$ cat src/rtl/access_pkg.sv
// Shared profile codes, permission codes, FSM states and the profile decoder
// for the access sequencer.
package access_pkg;

  localparam logic [2:0] PROF_ADMIN  = 3'b101;
  localparam logic [2:0] PROF_TESTER = 3'b011;
  localparam logic [2:0] PROF_USER   = 3'b001;
  localparam logic [2:0] PROF_GUEST  = 3'b110;

  localparam logic [2:0] GRANT_ADMIN  = 3'b101;
  localparam logic [2:0] GRANT_GUEST  = 3'b011;
  localparam logic [2:0] GRANT_TESTER = 3'b110;
  localparam logic [2:0] GRANT_USER   = 3'b100;

  // Ids double as PIN_TABLE slice indices.
  typedef enum logic [1:0] {
    ID_ADMIN  = 2'd0,
    ID_TESTER = 2'd1,
    ID_USER   = 2'd2,
    ID_GUEST  = 2'd3
  } profile_id_e;

  typedef enum logic [1:0] {
    ST_IDLE,
    ST_COLLECT,
    ST_VERIFY,
    ST_LOCKOUT
  } state_e;

  typedef struct packed {
    logic        valid;
    profile_id_e id;
  } profile_dec_t;

  function automatic profile_dec_t decode_profile(input logic [2:0] code);
    profile_dec_t d;
    d.valid = 1'b1;
    d.id    = ID_GUEST;
    case (code)
      PROF_ADMIN:  d.id = ID_ADMIN;
      PROF_TESTER: d.id = ID_TESTER;
      PROF_USER:   d.id = ID_USER;
      PROF_GUEST:  d.id = ID_GUEST;
      default:     d.valid = 1'b0;
    endcase
    return d;
  endfunction

  function automatic logic [2:0] grant_code(input profile_id_e id);
    logic [2:0] g;
    g = GRANT_GUEST;
    case (id)
      ID_ADMIN:  g = GRANT_ADMIN;
      ID_TESTER: g = GRANT_TESTER;
      ID_USER:   g = GRANT_USER;
      ID_GUEST:  g = GRANT_GUEST;
    endcase
    return g;
  endfunction

endpackage

$ cat src/rtl/attempt_limiter.sv
// Consecutive-failure counter and lockout timer. lock_active stays high while
// the lockout has further cycles to run beyond the current one.
module attempt_limiter #(
  parameter int unsigned MAX_TRIES   = 3,
  parameter int unsigned LOCK_CYCLES = 16
) (
  input  logic clk,
  input  logic rst_n,
  input  logic fail_evt,
  input  logic success_evt,
  output logic lock_start,
  output logic lock_active
);

  localparam int TRW = $clog2(MAX_TRIES + 1);
  localparam int LW  = $clog2(LOCK_CYCLES + 1);

  logic [TRW-1:0] tries;
  logic [LW-1:0]  lcnt;
  logic           locking;

  // tries parks at MAX_TRIES for the whole lockout and marks it as running
  assign locking     = (tries == TRW'(MAX_TRIES));
  assign lock_start  = fail_evt && (tries == TRW'(MAX_TRIES - 1));
  assign lock_active = locking && (lcnt != '0);

  always_ff @(posedge clk) begin
    if (!rst_n) begin
      tries <= '0;
      lcnt  <= '0;
    end else if (locking) begin
      if (lcnt == '0) tries <= '0;
      else            lcnt  <= lcnt - 1'b1;
    end else if (success_evt) begin
      tries <= '0;
    end else if (fail_evt) begin
      tries <= tries + 1'b1;
      if (lock_start) lcnt <= LW'(LOCK_CYCLES - 1);
    end
  end

endmodule

$ cat src/rtl/access_sequencer.sv
// Profile request / serial PIN sequencer issuing one-cycle grant or fail
// pulses, with attempt counting and lockout delegated to attempt_limiter.
module access_sequencer
  import access_pkg::*;
#(
  parameter int unsigned                PIN_DIGITS  = 4,
  parameter logic [16*PIN_DIGITS-1:0]   PIN_TABLE   = 64'h0000_3456_2345_1234,
  parameter int unsigned                MAX_TRIES   = 3,
  parameter int unsigned                LOCK_CYCLES = 16,
  parameter int unsigned                TIMEOUT     = 64
) (
  input  logic       clk,
  input  logic       rst_n,
  input  logic       start,
  input  logic [2:0] profile_in,
  input  logic       digit_valid,
  input  logic [3:0] digit,
  input  logic       cancel,
  output logic       grant_valid,
  output logic [2:0] grant,
  output logic       fail,
  output logic       busy,
  output logic       locked
);

  localparam int DW = $clog2(PIN_DIGITS + 1);
  localparam int TW = $clog2(TIMEOUT + 1);

  state_e         state, state_nx;
  profile_id_e    id_q, id_nx;
  logic [DW-1:0]  dcnt, dcnt_nx;
  logic [TW-1:0]  tcnt, tcnt_nx;
  logic           mism, mism_nx;
  logic           gv_nx, fail_nx;
  logic [2:0]     grant_nx;
  logic           fail_evt, success_evt, lock_start, lock_active;
  profile_dec_t   dec;
  logic [31:0]    pin_off;
  logic [3:0]     exp_digit;

  attempt_limiter #(
    .MAX_TRIES  (MAX_TRIES),
    .LOCK_CYCLES(LOCK_CYCLES)
  ) u_limiter (
    .clk        (clk),
    .rst_n      (rst_n),
    .fail_evt   (fail_evt),
    .success_evt(success_evt),
    .lock_start (lock_start),
    .lock_active(lock_active)
  );

  always_comb begin
    state_nx    = state;
    id_nx       = id_q;
    dcnt_nx     = dcnt;
    tcnt_nx     = tcnt;
    mism_nx     = mism;
    gv_nx       = 1'b0;
    grant_nx    = '0;
    fail_nx     = 1'b0;
    fail_evt    = 1'b0;
    success_evt = 1'b0;
    dec         = decode_profile(profile_in);
    // Digit 0 of an entry is the most significant nibble of the id's slice
    pin_off     = 32'(id_q) * (16 * PIN_DIGITS / 4) + 4 * (PIN_DIGITS - 1) - 4 * 32'(dcnt);
    exp_digit   = 4'(PIN_TABLE >> pin_off);

    case (state)
      ST_IDLE: begin
        if (start) begin
          if (!dec.valid) begin
            fail_nx = 1'b1;
          end else begin
            id_nx    = dec.id;
            dcnt_nx  = '0;
            tcnt_nx  = '0;
            mism_nx  = 1'b0;
            state_nx = (dec.id == ID_GUEST) ? ST_VERIFY : ST_COLLECT;
          end
        end
      end
      ST_COLLECT: begin
        if (cancel) begin
          state_nx = ST_IDLE;
        end else if (digit_valid) begin
          if (digit != exp_digit) mism_nx = 1'b1;
          tcnt_nx = '0;
          dcnt_nx = dcnt + 1'b1;
          if (dcnt == DW'(PIN_DIGITS - 1)) state_nx = ST_VERIFY;
        end else if (tcnt == TW'(TIMEOUT - 1)) begin
          fail_nx  = 1'b1;
          fail_evt = 1'b1;
          state_nx = lock_start ? ST_LOCKOUT : ST_IDLE;
        end else begin
          tcnt_nx = tcnt + 1'b1;
        end
      end
      ST_VERIFY: begin
        if (!mism) begin
          gv_nx       = 1'b1;
          grant_nx    = grant_code(id_q);
          success_evt = 1'b1;
          state_nx    = ST_IDLE;
        end else begin
          fail_nx  = 1'b1;
          fail_evt = 1'b1;
          state_nx = lock_start ? ST_LOCKOUT : ST_IDLE;
        end
      end
      ST_LOCKOUT: begin
        if (!lock_active) state_nx = ST_IDLE;
      end
      default: state_nx = ST_IDLE;
    endcase
  end

  always_ff @(posedge clk) begin
    if (!rst_n) begin
      state       <= ST_IDLE;
      id_q        <= ID_ADMIN;
      dcnt        <= '0;
      tcnt        <= '0;
      mism        <= 1'b0;
      grant_valid <= 1'b0;
      grant       <= '0;
      fail        <= 1'b0;
      busy        <= 1'b0;
      locked      <= 1'b0;
    end else begin
      state       <= state_nx;
      id_q        <= id_nx;
      dcnt        <= dcnt_nx;
      tcnt        <= tcnt_nx;
      mism        <= mism_nx;
      grant_valid <= gv_nx;
      grant       <= grant_nx;
      fail        <= fail_nx;
      busy        <= (state_nx != ST_IDLE);
      locked      <= (state_nx == ST_LOCKOUT);
    end
  end

endmodule

$ cat config.mk
export PLATFORM = sky130hd
export DESIGN_NAME = access_sequencer
export DESIGN_NICKNAME = d
export VERILOG_FILES = /design/src/rtl/access_pkg.sv /design/src/rtl/attempt_limiter.sv /design/src/rtl/access_sequencer.sv
export SDC_FILE = /design/constraint.sdc
export NUM_CORES = 1
export LEC_CHECK = 0
export BUFFER_PORTS_ARGS = -buffer_cell sky130_fd_sc_hd__buf_2
export CORE_ASPECT_RATIO = 1.1
export CORE_UTILIZATION = 60
export DETAILED_ROUTE_END_ITERATION = 8
export HOLD_SLACK_MARGIN = 0.1
export MAX_ROUTING_LAYER = met4
export PLACE_DENSITY = 0.9
export SYNTH_ARGS = -nofsm -noshare
export SYNTH_HDL_FRONTEND = slang
export SYNTH_SLANG_ARGS = --single-unit
export TNS_END_PERCENT = 5
$ cat constraint.sdc
create_clock -name clk -period 4.86 [get_ports clk]
set_clock_uncertainty 0.15 [all_clocks]
set_input_delay 0 -clock clk [delete_from_list [all_inputs] [get_ports clk]]
set_output_delay 0 -clock clk [all_outputs]
set_load 0.01 [all_outputs]
## After elaboration in Yosys (flattened, before gate mapping)

Cells that the tools add are included.

| operators by class | value |
|---|---|
| $add $sub $neg | 6 |
| eq/ne operators | 26 |
| shifts and indexed selects | 1 |
| mux-type cells | 50 |
| bitwise gates (word level) | 2 |
| reduce and logical (&&, ||, !) cells | 19 |

Operator list:

| operator | number |
|---|---|
| $shr A46 B32 Y4 const A | 1 |
| $mux W7 | 5 |
| $mux W2 | 14 |
| $mux W5 | 5 |
| $eq A2 B2 Y1 const B | 8 |
| $mux W1 | 14 |
| $ne A2 B2 Y1 const B | 7 |
| $pmux W7 S2 | 1 |
| $mux W3 | 4 |
| $pmux W3 S4 | 1 |
| $reduce_and A5 Y1 | 2 |
| $pmux W2 S4 | 1 |
| $reduce_bool A2 Y1 | 4 |
| $sub A7 B5 Y8 | 1 |
| $add A6 B4 Y7 const B | 1 |
| $add A7 B1 Y7 const B | 1 |
| $eq A7 B6 Y1 const B | 1 |
| $eq A3 B2 Y1 const B | 2 |
| $eq A3 B3 Y1 const B | 2 |
| $pmux W2 S3 | 1 |
| $pmux W3 S2 | 1 |
| $reduce_and A6 Y1 | 1 |
| $logic_not A5 Y1 | 1 |
| $reduce_bool A5 Y1 | 1 |
| other kinds (19) | 24 |

| storage, ports and cells | value |
|---|---|
| bits in registers | 29 |
| input port bits | 12 |
| output and inout port bits | 7 |
| logic and storage cells | 116 |

## Logic depth before layout (Yosys ltp)

| logic depth | value |
|---|---|
| depth after elaboration | 12 |
| mapped depth | 9 |

## Hierarchy

Synthesis repeated with hierarchy kept, for this count alone.

| unflattened totals | value |
|---|---|
| cells, all modules | 238 |
| area total of the unflattened synthesis | 1956.9 um2 |

Modules (own cells, without submodules):

| module | times used | cells an instance | area each (um2) | seq. area each (um2) |
|---|---|---|---|---|
| access_sequencer | 1 | 183 | 1471.4 | 440.4 |
| attempt_limiter | 1 | 55 | 485.5 | 140.1 |

## Least setup slack after synthesis

No wires, ideal clock.

| path | value |
|---|---|
| path kind | flip-flop to flip-flop |
| from | register state[0] |
| to | register tcnt[6] |
| library setup time | 0.070 ns |
| arrival | 1.931 ns |
| data required time | 4.640 ns |
| slack | 2.709 ns |
| cell stages (with the launch flop) | 9 |
| buffers on the path | 0 |
| cells stage by stage | dfxtp_1 > inv_1 > ha_1 > nand2_2 > o21bai_4 > a221oi_4 > nand2_2 > or3_1 > a21oi_1 |

| on the way | value |
|---|---|
| word-level cells in the longest chain between the ends | 3 |
| elaborated cells between the ends (all ways) | 9 |
| classes of those cells | 5 x eq/ne; 1 x mux; 3 x reduce/logical |

RTL lines:

| element | RTL line | source |
|---|---|---|
| from (decl) | access_sequencer.sv:29 | `state_e state, state_nx;` |
| from (signal assigned) | access_sequencer.sv:131 | `state <= state_nx;` |
| $eq A2 B1 Y1 / $logic_not A2 Y1 (equally long branches) | access_sequencer.sv:69 | `case (state)` |
| $ne A3 B3 Y1 (no line) (tied with other cells) | -- |  |
| $reduce_and A5 Y1 (no line) | -- |  |
| to (signal assigned) | access_sequencer.sv:134 | `tcnt <= tcnt_nx;` |
| to (decl) | access_sequencer.sv:32 | `logic [TW-1:0] tcnt, tcnt_nx;` |

Parallel ways exist; a longest one is shown, timed or not.
A chain may end at the register's enable or synchronous reset.

## Worst setup path in the final report

| path | value |
|---|---|
| from | register dcnt[0] |
| to | register mism |

| on the way | value |
|---|---|
| word-level cells in the longest chain between the ends | 5 |

RTL lines:

| element | RTL line | source |
|---|---|---|
| from (decl) | access_sequencer.sv:31 | `logic [DW-1:0] dcnt, dcnt_nx;` |
| from (signal assigned) | access_sequencer.sv:133 | `dcnt <= dcnt_nx;` |
| $sub A7 B5 Y8 | access_sequencer.sv:66 | `pin_off = 32'(id_q) * (16 * PIN_DIGITS / 4) + 4 * (PIN_DIGITS - 1) - 4 * 32'(dcnt);` |
| $shr A46 B32 Y4 | access_sequencer.sv:67 | `exp_digit = 4'(PIN_TABLE >> pin_off);` |
| $ne A4 B4 Y1 | access_sequencer.sv:87 | `if (digit != exp_digit) mism_nx = 1'b1;` |
| $ne A2 B2 Y1 (no line) | -- |  |
| $reduce_and A6 Y1 (no line) | -- |  |
| to (signal assigned) | access_sequencer.sv:135 | `mism <= mism_nx;` |
| to (decl) | access_sequencer.sv:33 | `logic mism, mism_nx;` |

No other way between the ends.

==> flow_metrics.env <==
export IMPL_outcome="complete, no violations"
export IMPL_async_reset_ff_frac=0
export IMPL_slew_violations=0
export IMPL_area_delta_synth_final_pct=15.5
export IMPL_holdWs_ns=0.351
export IMPL_synth_distinct_cells=57
export IMPL_overflow=0
export IMPL_grt_pass1_vias=1524
export IMPL_routabilityCongestion=0.880
export IMPL_ys_warn_count=0
export IMPL_period_share=0.643
export IMPL_die_y_um=61.3
export IMPL_viasPerCell=5.96
export IMPL_crit_path_end_kind="flop"
export IMPL_fillers=229
export IMPL_leakagePower_nw=0.938
export IMPL_multi_input_area_mm2=0.00125
export IMPL_path_class="reg2reg"
export IMPL_max_freq_ghz=0.320
export IMPL_setup_viol=0
export IMPL_core_area_mm2=0.00305
export IMPL_crit_arrival_ns=3.22
export IMPL_clockRootBuffer="clkbuf_4"
export IMPL_min_path_type="in2reg"
export IMPL_synth_seq_cells=29
export IMPL_layout_common_cells="nor2_1, dfxtp_1, buf_2"
export IMPL_h_tree_depth=2
export IMPL_finalSetupTns_ns=0
export IMPL_postSynthCellCount=230
export IMPL_grt_start_max_net_pins=18
export IMPL_cts_buffers=5
export IMPL_drv_cap=0
export IMPL_required_ns=4.95
export IMPL_dieArea_mm2=0.00343
export IMPL_avgSynthCellArea_um2=8.34
export IMPL_tritoncts="yes"
export IMPL_die_w_um=55.9
export IMPL_num_rows=21
export IMPL_via_count=1758
export IMPL_port_buffers=18
export IMPL_r2r_slack_ns=1.74
export IMPL_start_util=0.629
export IMPL_synth_edf_count=0
export IMPL_syn_cell_area_mm2=0.00192
export IMPL_irDropWorstVdd_uv=385
export IMPL_clockBufferDepth=2
export IMPL_final_hold_viol_count=0
export IMPL_drt_iter0_markers=91
export IMPL_worst_slew_margin_rel=0.652
export IMPL_ff_latch_area_um2=581
export IMPL_rsz0062_at_grt="false"
export IMPL_antenna_found_initial=0
export IMPL_grt_usage=0.272
export IMPL_synth_flop_cell="dfxtp_1"
export IMPL_clk_pin_slew_ns=0.10
export IMPL_cts_sinks=29
export IMPL_ant_nets=0
export IMPL_yosysSeqAreaShare=0.303
export IMPL_totalWireLength_mm=4.43
export IMPL_nets=289
export IMPL_drive_gt1_frac=0.153
export IMPL_drc=0
export IMPL_min_period_ns=3.12
export IMPL_p_per_area_mw_per_mm2=386
export IMPL_grt_pass1_wl_mm=6.74
export IMPL_critPathMaxFanout=15
export IMPL_hpwl_mm=2.69
export IMPL_tightest_slew_ns=0.521
export IMPL_num_io_pins=19
export IMPL_routedWlPerCell_um=15.0
export IMPL_detail_route_first_pass_iterations=4
export IMPL_synth_nets=259
export IMPL_clock_latency_ns=0.34
export IMPL_start_kind="flop"
export IMPL_antenna_cells=0
export IMPL_mostFrequentLayoutCell="nor2_1"
## metal layers
layer / track usage / wire [µm]
met2: 0.478 / 2250
met5: - / 0
met4: 0.167 / 146
met1: 0.278 / 1840
met3: 0.0714 / 193
## stage by stage
step	setup WS [ns]	power, W	area (µm²)	util	std cells
floorplan	2.71	0.000551	1920	-	230
global placement	2.39	0.000614	2020	0.663	276
detailed placement	2.35	0.000619	2020	0.663	276
CTS	1.78	0.000842	2210	0.727	295
global route	1.55	0.000902	2210	0.727	295
finish	1.74	0.000854	2210	0.727	295
## synth_stat cells (3+ instances only)
| master | count | area [µm²] |
|---|---|---|
| o21ai_0 | 7 | 35.0 |
| xor2_1 | 6 | 52.6 |
| xnor2_1 | 7 | 61.3 |
| nand3_1 | 3 | 15.0 |
| nand2_1 | 13 | 48.8 |
| nand2b_1 | 5 | 31.3 |
| and3_1 | 4 | 25.0 |
| nor2_1 | 30 | 113 |
| o221ai_1 | 3 | 26.3 |
| nor2b_1 | 4 | 25.0 |
| ha_1 | 17 | 213 |
| dfxtp_1 | 29 | 581 |
| clkbuf_1 | 3 | 11.3 |
| inv_1 | 14 | 52.6 |
| mux2i_1 | 3 | 30.0 |
| a31oi_1 | 6 | 37.5 |
| nor3_1 | 11 | 55.1 |
| nand4_1 | 4 | 25.0 |
| a21oi_1 | 15 | 75.1 |
## where the power goes
group / total, W / leakage, nW / internal, W / switching (W)
combinational: 0.000339 / 0.658 / 0.000146 / 0.000192
clock: 0.000210 / 0.0455 / 0.000123 / 0.0000873
sequential: 0.000306 / 0.235 / 0.000267 / 0.0000387
total: 0.000854 / 0.938 / 0.000536 / 0.000318
## area by class of cell
type | instances | share of cell area
Clock inverter | 1 | 0.0136
Timing Repair Buffer | 29 | 0.0904
Multi-Input combinational cell | 180 | 0.564
Tap cell | 34 | 0.0192
Clock buffer | 7 | 0.0249
Inverter | 15 | 0.0254
Sequential cell | 29 | 0.262
## state kept, by name, summed over array words and instances, names as in the netlist
signal / cells
busy: 1
dcnt: 3
fail: 1
grant: 3
grant_valid: 1
id_q: 2
locked: 1
mism: 1
state: 2
tcnt: 7
u_limiter.lcnt: 5
u_limiter.tries: 2
## kinds of logic after synthesis
| group | synth area share |
|---|---|
| compound gates | 0.205 |
| xor+xnor | 0.0594 |
| fa+ha+maj | 0.111 |
| buf+inv | 0.0457 |
| flops | 0.303 |
| mux | 0.0157 |
| simple gates | 0.261 |
## repair_timing
action                                 in CTS  in global routing
hold buffers                               11                  0
buffers inserted                            0                  0
endpoints found under the hold margin      23                  0
gates resized for setup                     0                  0
## final timing paths
check | from | endpoint | depth (start not counted)
worst max-delay path | dcnt[0] | mism | 8
worst min-delay path | digit[3] | mism | 4
worst max register to register | dcnt[0] | mism | 8
worst min register to register | dcnt[2] | dcnt[2] | 2
## critical path, stage by stage (launching register included)
cell	delay, ns
dfxtp_1	0.66
ha_1	0.29
nor2b_1	0.38
xnor2_1	0.17
o31ai_1	0.11
or4_1	0.52
o21ai_0	0.08
a31oi_1	0.09
dlygate4sd3_1	0.57
Note: power is estimated with default switching activity, not from simulation.
